===== src/rtl/cache_fill_ctrl_pkg.sv =====
// Shared types and constants for the cache fill controller: FSM encoding,
// fill target codes and block geometry helpers.
package cache_fill_ctrl_pkg;

  typedef enum logic [2:0] {
    ST_IDLE,
    ST_WRITE,
    ST_ISSUE,
    ST_DRAIN,
    ST_TAG
  } state_t;

  localparam logic TGT_I = 1'b0;
  localparam logic TGT_D = 1'b1;

  // Byte-offset bits inside a block for the default 8 x 16-bit geometry.
  localparam int BLK_OFF_W = 4;

  function automatic int idx_w(input int words);
    return $clog2(words);
  endfunction

endpackage


===== src/rtl/cache_fill_ctrl_counter.sv =====
// fill_word_counter: log2(WORDS)-bit word counter with clear, increment,
// start offset (index = start + count, truncated) and terminal count.
module fill_word_counter
  import cache_fill_ctrl_pkg::*;
#(
  parameter int W = 3
) (
  input  logic         clk,
  input  logic         rst,
  input  logic         i_clr,
  input  logic         i_inc,
  input  logic [W-1:0] i_start,
  output logic [W-1:0] o_idx,
  output logic         o_tc
);

  logic [W-1:0] r_cnt;

  always_ff @(posedge clk) begin
    if (rst || i_clr) r_cnt <= '0;
    else if (i_inc)   r_cnt <= r_cnt + 1'b1;
  end

  assign o_idx = i_start + r_cnt;
  assign o_tc  = &r_cnt;

endmodule


===== src/rtl/cache_fill_ctrl.sv =====
// Arbitrates I/D misses and write-through stores onto one memory port and
// streams block fills back into the caches. Optional: CRITICAL_WORD_FIRST_EN.
module cache_fill_ctrl
  import cache_fill_ctrl_pkg::*;
#(
  parameter int AWIDTH  = 16,
  parameter int DWIDTH  = 16,
  parameter int WORDS   = 8,
  parameter int MEM_LAT = 4
) (
  input  logic                     clk,
  input  logic                     rst,
  input  logic                     icache_miss,
  input  logic [AWIDTH-1:0]        icache_addr,
  input  logic                     dcache_miss,
  input  logic [AWIDTH-1:0]        dcache_addr,
  input  logic                     dcache_wr_req,
  input  logic [AWIDTH-1:0]        dcache_wr_addr,
  input  logic [DWIDTH-1:0]        dcache_wr_data,
  output logic                     mem_enable,
  output logic                     mem_wr,
  output logic [AWIDTH-1:0]        mem_addr,
  output logic [DWIDTH-1:0]        mem_wdata,
  input  logic [DWIDTH-1:0]        mem_rdata,
  input  logic                     mem_data_valid,
  output logic                     fill_target,
  output logic                     fill_busy,
  output logic                     fill_data_we,
  output logic [idx_w(WORDS)-1:0]  fill_word_idx,
  output logic [DWIDTH-1:0]        fill_data,
  output logic                     fill_tag_we,
  output logic [AWIDTH-1:0]        fill_block_addr,
  output logic                     i_fill_done,
  output logic                     d_fill_done,
  output logic                     dcache_wr_ack
);

  localparam int OW = idx_w(WORDS);

  state_t            r_state, w_next;
  logic              r_tgt;
  logic [AWIDTH-1:0] r_addr;
  logic [OW-1:0]     w_start, w_ic_idx, w_rc_idx;
  logic              w_ic_tc, w_rc_tc, w_ret, w_take_miss, w_cnt_clr;
  logic [AWIDTH-1:0] w_base;
  logic              w_unused;

  assign w_take_miss = (r_state == ST_IDLE) && !dcache_wr_req && (dcache_miss || icache_miss);
  // Stray valids outside ISSUE/DRAIN must not disturb the return counter.
  assign w_ret       = ((r_state == ST_ISSUE) || (r_state == ST_DRAIN)) && mem_data_valid;
  assign w_cnt_clr   = !((r_state == ST_ISSUE) || (r_state == ST_DRAIN));
  assign w_base      = {r_addr[AWIDTH-1:OW+1], {(OW+1){1'b0}}};
  assign w_unused    = &{1'b0, r_addr[OW:0], dcache_wr_addr[0]};

`ifdef CRITICAL_WORD_FIRST_EN
  assign w_start = r_addr[OW:1];
`else
  assign w_start = '0;
`endif

  always_ff @(posedge clk) begin
    if (rst) begin
      r_state <= ST_IDLE;
      r_tgt   <= TGT_I;
      r_addr  <= '0;
    end else begin
      r_state <= w_next;
      if (w_take_miss) begin
        r_tgt  <= dcache_miss ? TGT_D : TGT_I;
        r_addr <= dcache_miss ? dcache_addr : icache_addr;
      end
    end
  end

  fill_word_counter #(.W(OW)) u_ic (
    .clk(clk), .rst(rst), .i_clr(w_cnt_clr), .i_inc(r_state == ST_ISSUE),
    .i_start(w_start), .o_idx(w_ic_idx), .o_tc(w_ic_tc)
  );

  fill_word_counter #(.W(OW)) u_rc (
    .clk(clk), .rst(rst), .i_clr(w_cnt_clr), .i_inc(w_ret),
    .i_start(w_start), .o_idx(w_rc_idx), .o_tc(w_rc_tc)
  );

  always_comb begin
    w_next = r_state;
    unique case (r_state)
      ST_IDLE:  if (dcache_wr_req) w_next = ST_WRITE;
                else if (dcache_miss || icache_miss) w_next = ST_ISSUE;
      ST_WRITE: w_next = ST_IDLE;
      ST_ISSUE: if (w_ic_tc) w_next = ST_DRAIN;
      ST_DRAIN: if (w_ret && w_rc_tc) w_next = ST_TAG;
      ST_TAG:   w_next = ST_IDLE;
      default:  w_next = ST_IDLE;
    endcase
  end

  always_comb begin
    mem_enable      = 1'b0;
    mem_wr          = 1'b0;
    mem_addr        = '0;
    mem_wdata       = '0;
    dcache_wr_ack   = 1'b0;
    fill_tag_we     = 1'b0;
    i_fill_done     = 1'b0;
    d_fill_done     = 1'b0;
    fill_busy       = (r_state == ST_ISSUE) || (r_state == ST_DRAIN) || (r_state == ST_TAG);
    fill_target     = r_tgt;
    fill_block_addr = w_base;
    fill_data_we    = w_ret;
    fill_word_idx   = w_ret ? w_rc_idx : '0;
    fill_data       = w_ret ? mem_rdata : '0;
    unique case (r_state)
      ST_WRITE: begin
        mem_enable    = 1'b1;
        mem_wr        = 1'b1;
        mem_addr      = {dcache_wr_addr[AWIDTH-1:1], 1'b0};
        mem_wdata     = dcache_wr_data;
        dcache_wr_ack = 1'b1;
      end
      ST_ISSUE: begin
        mem_enable = 1'b1;
        mem_addr   = w_base | AWIDTH'({w_ic_idx, 1'b0});
      end
      ST_TAG: begin
        fill_tag_we = 1'b1;
        i_fill_done = (r_tgt == TGT_I);
        d_fill_done = (r_tgt == TGT_D);
      end
      default: ;
    endcase
  end

endmodule


===== config.mk =====
export PLATFORM = sky130hd
export DESIGN_NAME = cache_fill_ctrl
export DESIGN_NICKNAME = d
export VERILOG_FILES = /design/src/rtl/cache_fill_ctrl_pkg.sv /design/src/rtl/cache_fill_ctrl_counter.sv /design/src/rtl/cache_fill_ctrl.sv
export SDC_FILE = /design/constraint.sdc
export NUM_CORES = 1
export LEC_CHECK = 0
export ABC_AREA = 0
export CAP_MARGIN = 20
export CELL_PAD_IN_SITES_DETAIL_PLACEMENT = 1
export CELL_PAD_IN_SITES_GLOBAL_PLACEMENT = 1
export CORE_UTILIZATION = 19
export CTS_BUF_LIST = sky130_fd_sc_hd__clkbuf_8
export DETAILED_ROUTE_END_ITERATION = 8
export PLACE_DENSITY = 0.94
export SLEW_MARGIN = 10
export SYNTH_ARGS = -nofsm -noshare
export SYNTH_HDL_FRONTEND = slang
export SYNTH_SLANG_ARGS = --single-unit

===== constraint.sdc =====
create_clock -name clk -period 1.5 [get_ports clk]
set_input_delay 0.225 -clock clk [delete_from_list [all_inputs] [get_ports clk]]
set_output_delay 0.225 -clock clk [all_outputs]
set_load 0.02 [all_outputs]

=== Word-level counts from Yosys, hierarchy flattened ===
Index checks and enable logic that the tools add are counted.

* Bits of input ports: 86
* Word-level logic and storage cells: 47
* Output and inout bits: 76
* Register bits after elaboration: 26

* Add/sub/neg operators: 2
* Equal/unequal tests: 7
* Muxes and demuxes: 16
* Bitwise logic cells: 2
* Reduce and logical (&&, ||, !) cells: 15

{| class="wikitable"
|+ Operators by type and width
! cell !! count
|-
| 2-to-1 mux 16 bit || 3
|-
| case mux 16 bit (2 select lines) || 1
|-
| OR 16 x 4 -> 16 bit || 1
|-
| 2-to-1 mux 3 bit || 5
|-
| case mux 3 bit (3 select lines) || 1
|-
| AND reduction 3 bit || 3
|-
| adder 3 x 1 -> 3 bit, second input constant || 2
|-
| equality test 3 x 2 -> 1 bit, second input constant || 2
|-
| 2-to-1 mux 1 bit || 6
|-
| logical AND 1 bit || 4
|-
| logical OR 1 bit || 4
|-
| equality test 3 x 1 -> 1 bit, second input constant || 1
|-
| equality test 3 bit, second input constant || 1
|-
| zero test 3 bit || 1
|-
| != test 3 x 2 -> 1 bit, second input constant || 1
|-
| zero test 1 bit || 2
|-
| != test 2 x 1 -> 1 bit, second input constant || 1
|-
| != test 2 bit, second input constant || 1
|-
| OR reduction 2 bit || 1
|-
| NOT 1 bit || 1
|}

=== Longest topological paths before layout ===
* Depth after elaboration: 6
* Mapped depth: 5
* Gate-level depth less buffers: 5

=== Cells and area by module ===
From an unflattened synthesis, not the netlist that was laid out.

* Cells, all modules: 187
* Area total of the unflattened synthesis: 1,661.6 µm²

{| class="wikitable"
|+ Modules (own cells, without submodules)
! module !! sequential area each (µm²) !! instances !! area an instance (µm²) !! cells each
|-
| cache_fill_ctrl || 320.3 || 1 || 1,293.7 || 157
|-
| fill_word_counter || 60.1 || 2 || 183.9 || 15
|}

=== Worst setup path before layout ===
No wires, ideal clock.

* Path type: reg-to-output
* From: register r_state[2]
* To: output port mem_wdata[10]
* Cell stages (with the launch flop): 4
* Buffers on the path: 1
* Setup slack: -58 ps
* Data arrival time: 1,333 ps
* Data required time: 1,275 ps
* Cell sequence: dfxtp_1 nor3b_2 clkbuf_1 and2_1

* Word-level cells in the longest chain between the ends: 2

{| class="wikitable"
|+ Ends and longest elaborated chain
! what !! RTL line !! source
|-
| start, declared || cache_fill_ctrl.sv:40 || <nowiki>state_t r_state, w_next;</nowiki>
|-
| start signal, assigned || cache_fill_ctrl.sv:67 || <nowiki>r_state <= w_next;</nowiki>
|-
| equality test 3 x 1 -> 1 bit || cache_fill_ctrl.sv:113 || <nowiki>unique case (r_state)</nowiki>
|-
| 2-to-1 mux 16 bit || cache_fill_ctrl.sv:113 ||
|-
| end, declared || cache_fill_ctrl.sv:23 || <nowiki>output logic [DWIDTH-1:0] mem_wdata,</nowiki>
|}

Every way passes these cells.

=== Worst setup path after layout ===
* From: register r_state[2]
* To: output port fill_data[7]

* Word-level cells in the longest chain between the ends: 4
* Elaborated cells between the ends (all ways): 5
* Classes of those cells: eq/ne (2); mux (1); reduce/logical (2)

{| class="wikitable"
|+ Ends and longest elaborated chain
! what !! RTL line !! source
|-
| equality test 3 x 2 -> 1 bit || cache_fill_ctrl.sv:50 || <nowiki>assign w_ret = ((r_state == ST_ISSUE) || (r_state == ST_DRAIN)) && mem_data_valid;</nowiki>
|-
| logical OR 1 bit * || cache_fill_ctrl.sv:50 ||
|-
| logical AND 1 bit * || cache_fill_ctrl.sv:50 ||
|-
| 2-to-1 mux 16 bit * || cache_fill_ctrl.sv:112 || <nowiki>fill_data = w_ret ? mem_rdata : '0;</nowiki>
|-
| end, declared || cache_fill_ctrl.sv:30 || <nowiki>output logic [DWIDTH-1:0] fill_data,</nowiki>
|}

Mark *: on every way between the ends. The rest lies on a longest branch, timed or not.

==> reports/qor.yml <==
status: "finished, violations left"
failed_checks: "negative setup slack"
cts_tree: "done"
hold_path_class: "flop to flop"
layout_commonest_cell: "clkdlybuf4s50_1"
fp.dieW_um: 92.7
setup_slack_ps: -163
period_minus_slack_ps: 1660
drive_above_1_share_pct: 50.4
cts_made_buffers: 3
grt_setup_unrepaired: "yes"
hold_buffers: 0
viasPerCell: 4.45
cts.clk_slew.worst_paths_ps: 90
holdWs_ps: 530
worstPathMaxFanout: 6
hold_viol: 0
yosysTopAreaCell: "dfxtp_1"
htree_levels: 1
critPathRequiredTime_ps: 1270
clock_path_buffers: 2
seq_area_frac_synth_pct: 28.2
vias: 1971
synth_cell_types: 32
setup_viol: 57
gr-total-overflow: 0
core.rowCount: 32
yosysTopAreaCellShare_pct: 28.2
avgSynthCellArea_um2: 8.93
worstSetupEndpointType: "output pin"
area_growth_pct: 136
die_h_um: 92.7
crit_path_max_incr_delay_ps: 370
critPathBufInv: 3
worst-setup-path-type: "flop to output pin"
path_delay_family: "simple AND/OR/NAND/NOR gates"
gp_congestion: 0.732
fmax_ghz: 0.601
clock_sinks: 22
final_antenna_net_count: 0
crit_top_cell: "buf_6"
track_usage_pct: 15.3
drc: 0
critPathLaunchType: "flop"
routedWlPerCell_um: 16.2
p_leak_uw: 0.00169
p_per_area_mw_per_mm2: 659
insertion_delay_ps: 260
grt_max_degree: 14
drt-total-wl_mm: 7.17
synth_warnings: 0
port_buffers: 147
dieArea_mm2: 0.00859
register_area_um2: 450
fin_crit_sh_pct: 111
fill_cells: 848
yosys-top-cells-area: "dfxtp_1, and2_1, mux2i_1"
antenna_found_initial: 0
syn_inst: 175
mostFrequentLayoutCells: "clkdlybuf4s50_1, buf_6, and2_4"
maxCapViolations: 0
dp_hpwl_mm: 5.20
coreArea_mm2: 0.00785
ys_seq_elements: 22
clock_skew_ps: 0.975
n_antenna_cell: 0
ioPinCount: 162
maxSlewViolCount: 0
start_util_pct: 19.9
syn_area_mm2: 0.00156
crit_path_cell_trace: "nand2b_4 > nor2_4 > buf_6 > buf_6 > and2_4 > buf_6"
worst_path_max_delay_cell: "dfxtp_4"
multiInputGateArea_mm2: 0.00121
utilization_pct: 47.1
drtIter0Drc: 17
arrival_ps: 1440
final_nets: 432
grt_pass1_vias: 2127
ir_drop_mv: 0.413
grt_pass1_wl_mm: 10.5
power_uw: 2430
root_buffer: "clkbuf_8"
drt_pass1_iterations: 2
==> cell type report <==
type,count,area share [%]
multi-input combinational,135,32.8
inverter,3,0.305
tap,102,3.45
clock buffer,3,1.12
sequential,22,12.2
timing repair buffer,177,49.3
clock inverter,1,0.813
==> per-stage QoR <==
step | area (µm²) | TNS [ps] | instances | setup slack (ps)
finish | 3690 | -5110 | 443 | -163
global route | 3690 | -9980 | 443 | -244
CTS | 3450 | -6110 | 440 | -187
detailed placement | 3240 | -21370 | 431 | -539
global placement | 3240 | -19780 | 431 | -478
floorplan | 1580 | 0 | 179 | 63.3
==> where the power goes <==
part | switching (µW) | internal [µW]
clock | 208 | 357
combinational | 530 | 667
sequential | 46.8 | 626
==> kinds of logic after synthesis <==
kind of cell | share of synthesized area, %
simple gates | 24.0
compound gates | 23.9
buf+inv | 9.05
flops | 28.2
mux | 10.2
fa+ha+maj | 3.20
xor+xnor | 1.12
other cells | 0.240
==> synth_stat cells, drive strengths merged <==
master	count
a22o	15
ha	4
buf	15
nand2	2
xnor2	1
clkbuf	5
and2	36
dfxtp	22
conb	1
a21bo	1
and3	1
a31o	1
nor3b	1
nand2b	4
o21ai	1
nor2	12
a21oi	15
a211o	1
xor2	1
a211oi	12
nor4	1
nand3	1
inv	3
or4	1
mux2i	16
or2	2
==> state kept, by name (all words and copies together), names as in the netlist <==
| register | count |
|---|---|
| u_rc.r_cnt | 3 |
| u_ic.r_cnt | 3 |
| fill_target | 1 |
| r_addr | 12 |
| r_state | 3 |
==> final timing paths <==
check                startpoint       endpoint  slack, ps  cells past startpoint
hold / removal    u_rc.r_cnt[0]  u_rc.r_cnt[0]        530                      2
setup reg to reg     r_state[1]    fill_target        -80                      7
setup / recovery     r_state[2]   fill_data[7]       -160                      6
hold reg to reg   u_rc.r_cnt[0]  u_rc.r_cnt[0]        530                      2
==> routing by layer <==
layer	global-route usage, %	up-vias	wire, µm
li1	-	937	-
met1	16.7	926	2660
met2	30.1	103	3860
met3	3.53	5	570
met4	2.69	0	70
met5	0	-	0
==> what timing repair did <==
item                       CTS  global route
setup endpoints to repair   68            74
resized for setup          373            75
setup buffers                3             3
pin swaps                   12            39
gates cloned                 2             1
==> tightest hold or removal path, stage by stage (launching register included) <==
cell     delay [ps]
dfxtp_2         360
xnor2_1          70
nor2_1           70
Note: power is estimated with default switching activity, not from simulation.
